--- src/rtl/eth_pcs_pkg.sv ---
// Shared definitions for the 10G PCS receive path.
//   SYNC_HDR_DATA / SYNC_HDR_CTRL : the two legal 64b/66b sync headers
//   block_lock_state_t            : per-lane block-lock state encoding
//   is_valid_sync_hdr()           : 1 when a 2-bit header is a legal sync header
package eth_pcs_pkg;

    localparam logic [1:0] SYNC_HDR_DATA = 2'b01;
    localparam logic [1:0] SYNC_HDR_CTRL = 2'b10;

    typedef enum logic [1:0] {
        TEST   = 2'd0,
        SLIP   = 2'd1,
        WAIT   = 2'd2,
        LOCKED = 2'd3
    } block_lock_state_t;

    function automatic logic is_valid_sync_hdr(input logic [1:0] hdr);
        return (hdr == SYNC_HDR_DATA) || (hdr == SYNC_HDR_CTRL);
    endfunction

endpackage

--- src/rtl/eth_rx_block_lock_lane.sv ---
// Single-lane 64b/66b block-lock state machine with statistics counters.
//   clk, rst            : RX user clock, synchronous active-high reset
//   rxheader            : 2-bit sync header for this lane
//   rxheader_valid      : header qualifier; a cycle with rxheader_valid = 1 is
//                         one header event, other cycles carry no header. There
//                         is no ready/backpressure: every qualified header is
//                         consumed in the cycle it is presented.
//   state               : current lock state (registered); the top decodes
//                         o_rxslip / o_block_lock from it
//   slip_count          : saturating count of slip pulses issued
//   lock_loss_count     : saturating count of LOCKED -> SLIP transitions
module eth_rx_block_lock_lane
    import eth_pcs_pkg::*;
#(
    parameter int LOCK_COUNT       = 64,
    parameter int INVALID_LIMIT    = 16,
    parameter int SLIP_WAIT_CYCLES = 32,
    parameter int CNT_WIDTH        = 16
) (
    input  logic                 clk,
    input  logic                 rst,
    input  logic [1:0]           rxheader,
    input  logic                 rxheader_valid,
    output block_lock_state_t    state,
    output logic [CNT_WIDTH-1:0] slip_count,
    output logic [CNT_WIDTH-1:0] lock_loss_count
);

    localparam int SH_W  = $clog2(LOCK_COUNT + 1);
    localparam int INV_W = $clog2(INVALID_LIMIT + 1);
    localparam int WT_W  = $clog2(SLIP_WAIT_CYCLES + 1);

    localparam logic [SH_W-1:0]  LOCK_V      = SH_W'(LOCK_COUNT);
    localparam logic [INV_W-1:0] INV_V       = INV_W'(INVALID_LIMIT);
    localparam logic [WT_W-1:0]  WAIT_LOAD   = WT_W'(SLIP_WAIT_CYCLES - 1);
    localparam logic [CNT_WIDTH-1:0] CNT_ONE = CNT_WIDTH'(1);

    block_lock_state_t    state_q, state_d;
    logic [SH_W-1:0]      sh_q, sh_d, sh_inc;
    logic [INV_W-1:0]     inv_q, inv_d, inv_nxt;
    logic [WT_W-1:0]      wait_q, wait_d;
    logic [CNT_WIDTH-1:0] slip_q, loss_q;
    logic                 slip_inc, loss_inc, hdr_ok;

    always_comb begin
        state_d  = state_q;
        sh_d     = sh_q;
        inv_d    = inv_q;
        wait_d   = wait_q;
        slip_inc = 1'b0;
        loss_inc = 1'b0;
        hdr_ok   = is_valid_sync_hdr(rxheader);
        sh_inc   = sh_q + SH_W'(1);
        inv_nxt  = hdr_ok ? inv_q : inv_q + INV_W'(1);

        case (state_q)
            TEST: begin
                if (rxheader_valid) begin
                    if (!hdr_ok) begin
                        state_d = SLIP;
                    end else if (sh_inc == LOCK_V) begin
                        state_d = LOCKED;
                        sh_d    = '0;
                        inv_d   = '0;
                    end else begin
                        sh_d = sh_inc;
                    end
                end
            end
            SLIP: begin
                slip_inc = 1'b1;
                wait_d   = WAIT_LOAD;
                state_d  = WAIT;
            end
            WAIT: begin
                // Leave on the cycle the counter steps down to zero, so the
                // first TEST cycle is SLIP_WAIT_CYCLES cycles after the pulse
                // and back-to-back slips are SLIP_WAIT_CYCLES+1 apart.
                if (wait_q <= WT_W'(1)) begin
                    state_d = TEST;
                    wait_d  = '0;
                    sh_d    = '0;
                    inv_d   = '0;
                end else begin
                    wait_d = wait_q - WT_W'(1);
                end
            end
            LOCKED: begin
                if (rxheader_valid) begin
                    // Loss of lock is tested before window completion so an
                    // invalid header that is also the last of the window
                    // still drops lock.
                    if (inv_nxt == INV_V) begin
                        state_d  = SLIP;
                        loss_inc = 1'b1;
                        sh_d     = '0;
                        inv_d    = '0;
                    end else if (sh_inc == LOCK_V) begin
                        sh_d  = '0;
                        inv_d = '0;
                    end else begin
                        sh_d  = sh_inc;
                        inv_d = inv_nxt;
                    end
                end
            end
            default: state_d = TEST;
        endcase
    end

    always_ff @(posedge clk) begin
        if (rst) begin
            state_q <= TEST;
            sh_q    <= '0;
            inv_q   <= '0;
            wait_q  <= '0;
            slip_q  <= '0;
            loss_q  <= '0;
        end else begin
            state_q <= state_d;
            sh_q    <= sh_d;
            inv_q   <= inv_d;
            wait_q  <= wait_d;
            if (slip_inc && (slip_q != '1)) slip_q <= slip_q + CNT_ONE;
            if (loss_inc && (loss_q != '1)) loss_q <= loss_q + CNT_ONE;
        end
    end

    assign state           = state_q;
    assign slip_count      = slip_q;
    assign lock_loss_count = loss_q;

endmodule

--- src/rtl/eth_rx_block_lock.sv ---
// Multi-lane 64b/66b block-lock engine between the GTX wrapper and the
// descrambler. One independent lock FSM per lane; this level only slices
// the lane buses and decodes the registered lane state.
//   i_clk, i_rst        : RXUSRCLK2, synchronous active-high reset
//   i_rxheader          : lane n header on bits [2n+1:2n]
//   i_rxheader_valid    : per-lane header qualifier (no backpressure)
//   o_rxslip            : one-cycle GTX RXSLIP request per lane
//   o_block_lock        : lane is block-locked
//   o_slip_count        : lane n on bits [CNT_WIDTH*(n+1)-1:CNT_WIDTH*n]
//   o_lock_loss_count   : same packing as o_slip_count
module eth_rx_block_lock
    import eth_pcs_pkg::*;
#(
    parameter int NUM_LANES        = 1,
    parameter int LOCK_COUNT       = 64,
    parameter int INVALID_LIMIT    = 16,
    parameter int SLIP_WAIT_CYCLES = 32,
    parameter int CNT_WIDTH        = 16
) (
    input  logic                           i_clk,
    input  logic                           i_rst,
    input  logic [2*NUM_LANES-1:0]         i_rxheader,
    input  logic [NUM_LANES-1:0]           i_rxheader_valid,
    output logic [NUM_LANES-1:0]           o_rxslip,
    output logic [NUM_LANES-1:0]           o_block_lock,
    output logic [CNT_WIDTH*NUM_LANES-1:0] o_slip_count,
    output logic [CNT_WIDTH*NUM_LANES-1:0] o_lock_loss_count
);

    for (genvar n = 0; n < NUM_LANES; n++) begin : g_lane
        block_lock_state_t lane_state;

        eth_rx_block_lock_lane #(
            .LOCK_COUNT       (LOCK_COUNT),
            .INVALID_LIMIT    (INVALID_LIMIT),
            .SLIP_WAIT_CYCLES (SLIP_WAIT_CYCLES),
            .CNT_WIDTH        (CNT_WIDTH)
        ) u_lane (
            .clk             (i_clk),
            .rst             (i_rst),
            .rxheader        (i_rxheader[2*n+1:2*n]),
            .rxheader_valid  (i_rxheader_valid[n]),
            .state           (lane_state),
            .slip_count      (o_slip_count[CNT_WIDTH*n +: CNT_WIDTH]),
            .lock_loss_count (o_lock_loss_count[CNT_WIDTH*n +: CNT_WIDTH])
        );

        // Both are decoded from the lane's state register, so they are
        // glitch-free registered outputs.
        assign o_rxslip[n]     = (lane_state == SLIP);
        assign o_block_lock[n] = (lane_state == LOCKED);
    end

endmodule

--- config.mk ---
export PLATFORM = sky130hd
export DESIGN_NAME = eth_rx_block_lock
export DESIGN_NICKNAME = d
export VERILOG_FILES = /design/src/rtl/eth_pcs_pkg.sv /design/src/rtl/eth_rx_block_lock_lane.sv /design/src/rtl/eth_rx_block_lock.sv
export SDC_FILE = /design/constraint.sdc
export NUM_CORES = 1
export LEC_CHECK = 0
export BUFFER_PORTS_ARGS = -buffer_cell sky130_fd_sc_hd__clkbuf_2
export CORE_MARGIN = 1.5
export CORE_UTILIZATION = 35
export DETAILED_ROUTE_END_ITERATION = 7
export GPL_TIMING_DRIVEN = 0
export PLACE_DENSITY = 0.62
export SLEW_MARGIN = 10
export SYNTH_ARGS = -nofsm -noshare
export SYNTH_HDL_FRONTEND = slang
export SYNTH_SLANG_ARGS = --single-unit
--- constraint.sdc ---
create_clock -name i_clk -period 2 [get_ports i_clk]
set_input_delay 0.2 -clock i_clk [delete_from_list [all_inputs] [get_ports i_clk]]
set_output_delay 0.2 -clock i_clk [all_outputs]
set_load 0.02 [all_outputs]
==> impl_results.md <==
- Status: finished with violations
- Violated checks: setup timing
- Reg2reg path depth: 6
- Final Hold Fails: 0
- Min-Delay Path Class: input pin to flop
- Unique cell type count in the Yosys netlist: 56
- Layout net count: approximately 430
- Via count: 2852
- Top Ports: 39
- WL final: roughly 7400 um
- Leak: 0.00128 uW
- Hold wc startpoint: i_rst
- Clock tree buffer depth: 2
- Final Power: ~3500 uW
- Initial drt markers: 75
- Total track usage: 0.169
- Synth warn: 0
- Die Ht: between 90 and 100 um
- Pwr/cell area: 933 nW/um^2
- Synth Register Bits: 52
- Total core area: 7810 sq um
- Post-synth EDFFs: 0
- Least-Margin Pin Slew: 0.647 ns
- Worst-path clk slew: approximately 0.10 ns
- Post-synthesis sequential area ratio: 0.364
- Top_reg_cell synth: dfxtp_1
- Diodes inserted: 0
- DRC errors left: 0
- Ys async rst share: 0
- Setup slack after layout: -0.0371 ns
- Num rows: 32
- Mapped Cells: 350
- Clk_lat worst skew: 0.31 ns
- Crit Reg-Reg Startpoint: g_lane[0].u_lane.wait_q[3]
- DRT Pass-1 Iters: 5
- Share of layout cells above drive strength 1: 0.301
- CTS root buf: clkbuf_8
- Max-Cap Viols: 0
- Cell area after synthesis: 2860 sq um
- Setup crit end kind: flop
- Buffers on Ports: 38
- Synthesis-to-layout area growth: 29.4%
- CP Data Arrival Time: roughly 2.3 ns
- Reg2Reg Setup Slack: -0.04 ns
- Antenna violations before repair: 0
- Synth area leader: dfxtp_1
- Grt total ovfl: 0
- DR vias/cell: 5.48
- CTS Hold Bufs: 0
- Die width: roughly 93 um
- Die Area: 8720 sq um
- H-tree lvl count: 2
- Final HPWL DP: 4910 um
- Wirelength per Cell: roughly 14 um
- Placed Instances: ~500
- Clock sinks: 52
- DRT antenna net count: 0
- Non-filler cells, final: 520
- Period utilization: 1.02
- Fmax: 0.491 GHz
- Skew final: between 0.008 and 0.009 ns
- Worst Hold Depth: 3
- TritonCTS clock tree: done
- Initial Util: 0.366
- GP Congestion: between 0.8 and 0.9
- Post-synth top area share: 0.364
- Area contributors post-synth: dfxtp_1 (36%), nor2_1 (5.0%), ha_1 (4.8%)
- Startpoint Class: flop
- Final Cell Area: approximately 3700 sq um
- CP Max Fanout: 5
- Finished Core Util: 0.474
- Largest net degree at the start of global routing: 17
- WS Path Type: flop to flop
- Placed Instance Area: 3180 sq um
- Max-slew violations: 0
- RSZ-0062 raised after global routing: yes
- Final Setup Violations: 4
- Syn Area/Cell: 8.17 sq um
- First-pass GRT wire length: 12100 um
- Num CTS Buffers: 5
- Slew headroom: 0.569
- Min Tclk post-route: 2.04 ns
- IR drop worst, VDD: 0.000491 V
- Worst reg2reg path endpoint: g_lane[0].u_lane.sh_q[3]
- Required @ worst endpoint: 2.23 ns
- Vias in the first global route: 2662
- Pre-CTS WS: -0.454 ns
- WHS Endpoint: g_lane[0].u_lane.lock_loss_count[4]
- Syn_nets: 366
-- worst max path at each step --
| stage | start | to | slack [ns] | cells past startpoint |
|---|---|---|---|---|
| 2_1_floorplan | g_lane[0].u_lane.inv_q[0] | g_lane[0].u_lane.lock_loss_count[6] | -0.005 | 8 |
| 3_3_place_gp | i_rxheader[0] | g_lane[0].u_lane.sh_q[3] | -0.39 | 7 |
| 3_5_place_dp | i_rxheader[0] | g_lane[0].u_lane.sh_q[3] | -0.45 | 7 |
| 4_1_cts | g_lane[0].u_lane.wait_q[3] | g_lane[0].u_lane.sh_q[3] | -0.01 | 6 |
| 5_1_grt | g_lane[0].u_lane.lock_loss_count[0] | g_lane[0].u_lane.lock_loss_count[3] | -0.12 | 6 |
| 6_report | g_lane[0].u_lane.wait_q[3] | g_lane[0].u_lane.sh_q[3] | -0.04 | 6 |
-- cells in the final DEF, fill, tap and decap left out, types with 5 or more instances in the layout --
cell type	instances
xnor2_1	12
clkbuf_1	5
buf_4	19
xor2_1	7
nor3_1	8
clkbuf_2	39
or4_1	6
dfxtp_1	42
o31ai_1	5
nand2_1	33
a21oi_1	21
inv_1	13
nor2_1	34
and3_1	5
nand3_1	21
nand4_1	7
o21ai_0	16
dfxtp_2	8
clkbuf_8	6
or3_1	9
-- where the power goes --
group | switching [uW] | internal (uW) | leakage [uW] | total, uW
Combinational | 841 | 678 | 0.000813 | 1520
Sequential | 134 | 1150 | 0.000426 | 1290
Clock | 367 | 281 | 0.0000434 | 648
-- synth_stat cells, types with 3 or more instances --
cell type / count
mux2i_1: 4
xnor2_1: 12
nand3_1: 22
o22ai_1: 3
o21ai_0: 18
a21oi_1: 22
nor2_1: 38
inv_1: 14
ha_1: 11
dfxtp_1: 52
and3_1: 5
xor2_1: 7
nand2b_1: 3
nor4_1: 4
nand4_1: 7
or2_2: 4
and4_1: 3
nor3_1: 9
nand2_1: 34
o31ai_1: 7
or3_1: 10
a22oi_1: 5
or4_1: 6
a31oi_1: 3
clkbuf_1: 6
nor2b_1: 5
-- cell families (layout without fill, tap and decap cells) --
group	after synthesis	count (layout)	share of synthesized area
xor gates and xnor gates	20	20	0.0639
muxes	4	4	0.0140
DFF	52	52	0.364
buffers and inverters	22	89	0.0293
and+or+nand+nor	166	166	0.307
AOI/OAI and AO/OA	75	76	0.174
adders and majority gates	11	11	0.0481
-- critical path, stage by stage, from the launching register on --
cell	delay, ns
dfxtp_4	0.37
or3_4	0.38
o31ai_4	0.22
o211ai_1	0.18
buf_4	0.20
or4b_4	0.48
a31oi_2	0.14
-- what timing repair did --
item / 4_1_cts / 5_1_grt
setup buffers: 14 / 6
cloned: 1 / 1
pin swaps: 13 / 10
gates resized for setup: 30 / 29
setup endpoints to repair: 28 / 30
-- per-layer routing --
layer  track usage  wire (um)
met3        0.0374        393
met2         0.287       3640
met4        0.0442         73
met1         0.214       3320
met5             0          0
-- metrics by stage --
| stage | setup TNS (ns) | hold slack (ns) |
|---|---|---|
| final | -0.0947 | 0.321 |
| after global routing | -1.32 | 0.336 |
| after CTS | -0.0133 | 0.267 |
| after detailed placement | -6.55 | 0.490 |
| after global placement | -5.42 | 0.482 |
| after floorplan | -0.00474 | 0.392 |
-- flip-flops by register name (all words and copies together) (netlist names) --
register	count
g_lane.u_lane.wait_q	6
g_lane.u_lane.sh_q	7
g_lane.u_lane.slip_count	16
g_lane.u_lane.inv_q	5
g_lane.u_lane.lock_loss_count	16
g_lane.u_lane.state	2
-- cell type report --
| class | instances | area, sq um |
|---|---|---|
| buffer | 8 | 38.8 |
| clock buffer | 6 | 82.6 |
| clock inverter | 2 | 15.0 |
| fill | 781 | 4110 |
| inverter | 14 | 52.6 |
| multi-input combinational | 277 | 1980 |
| sequential | 52 | 1060 |
| tap | 102 | 128 |
| timing repair buffer | 59 | 349 |
Note: power is estimated with default switching activity, not from simulation.
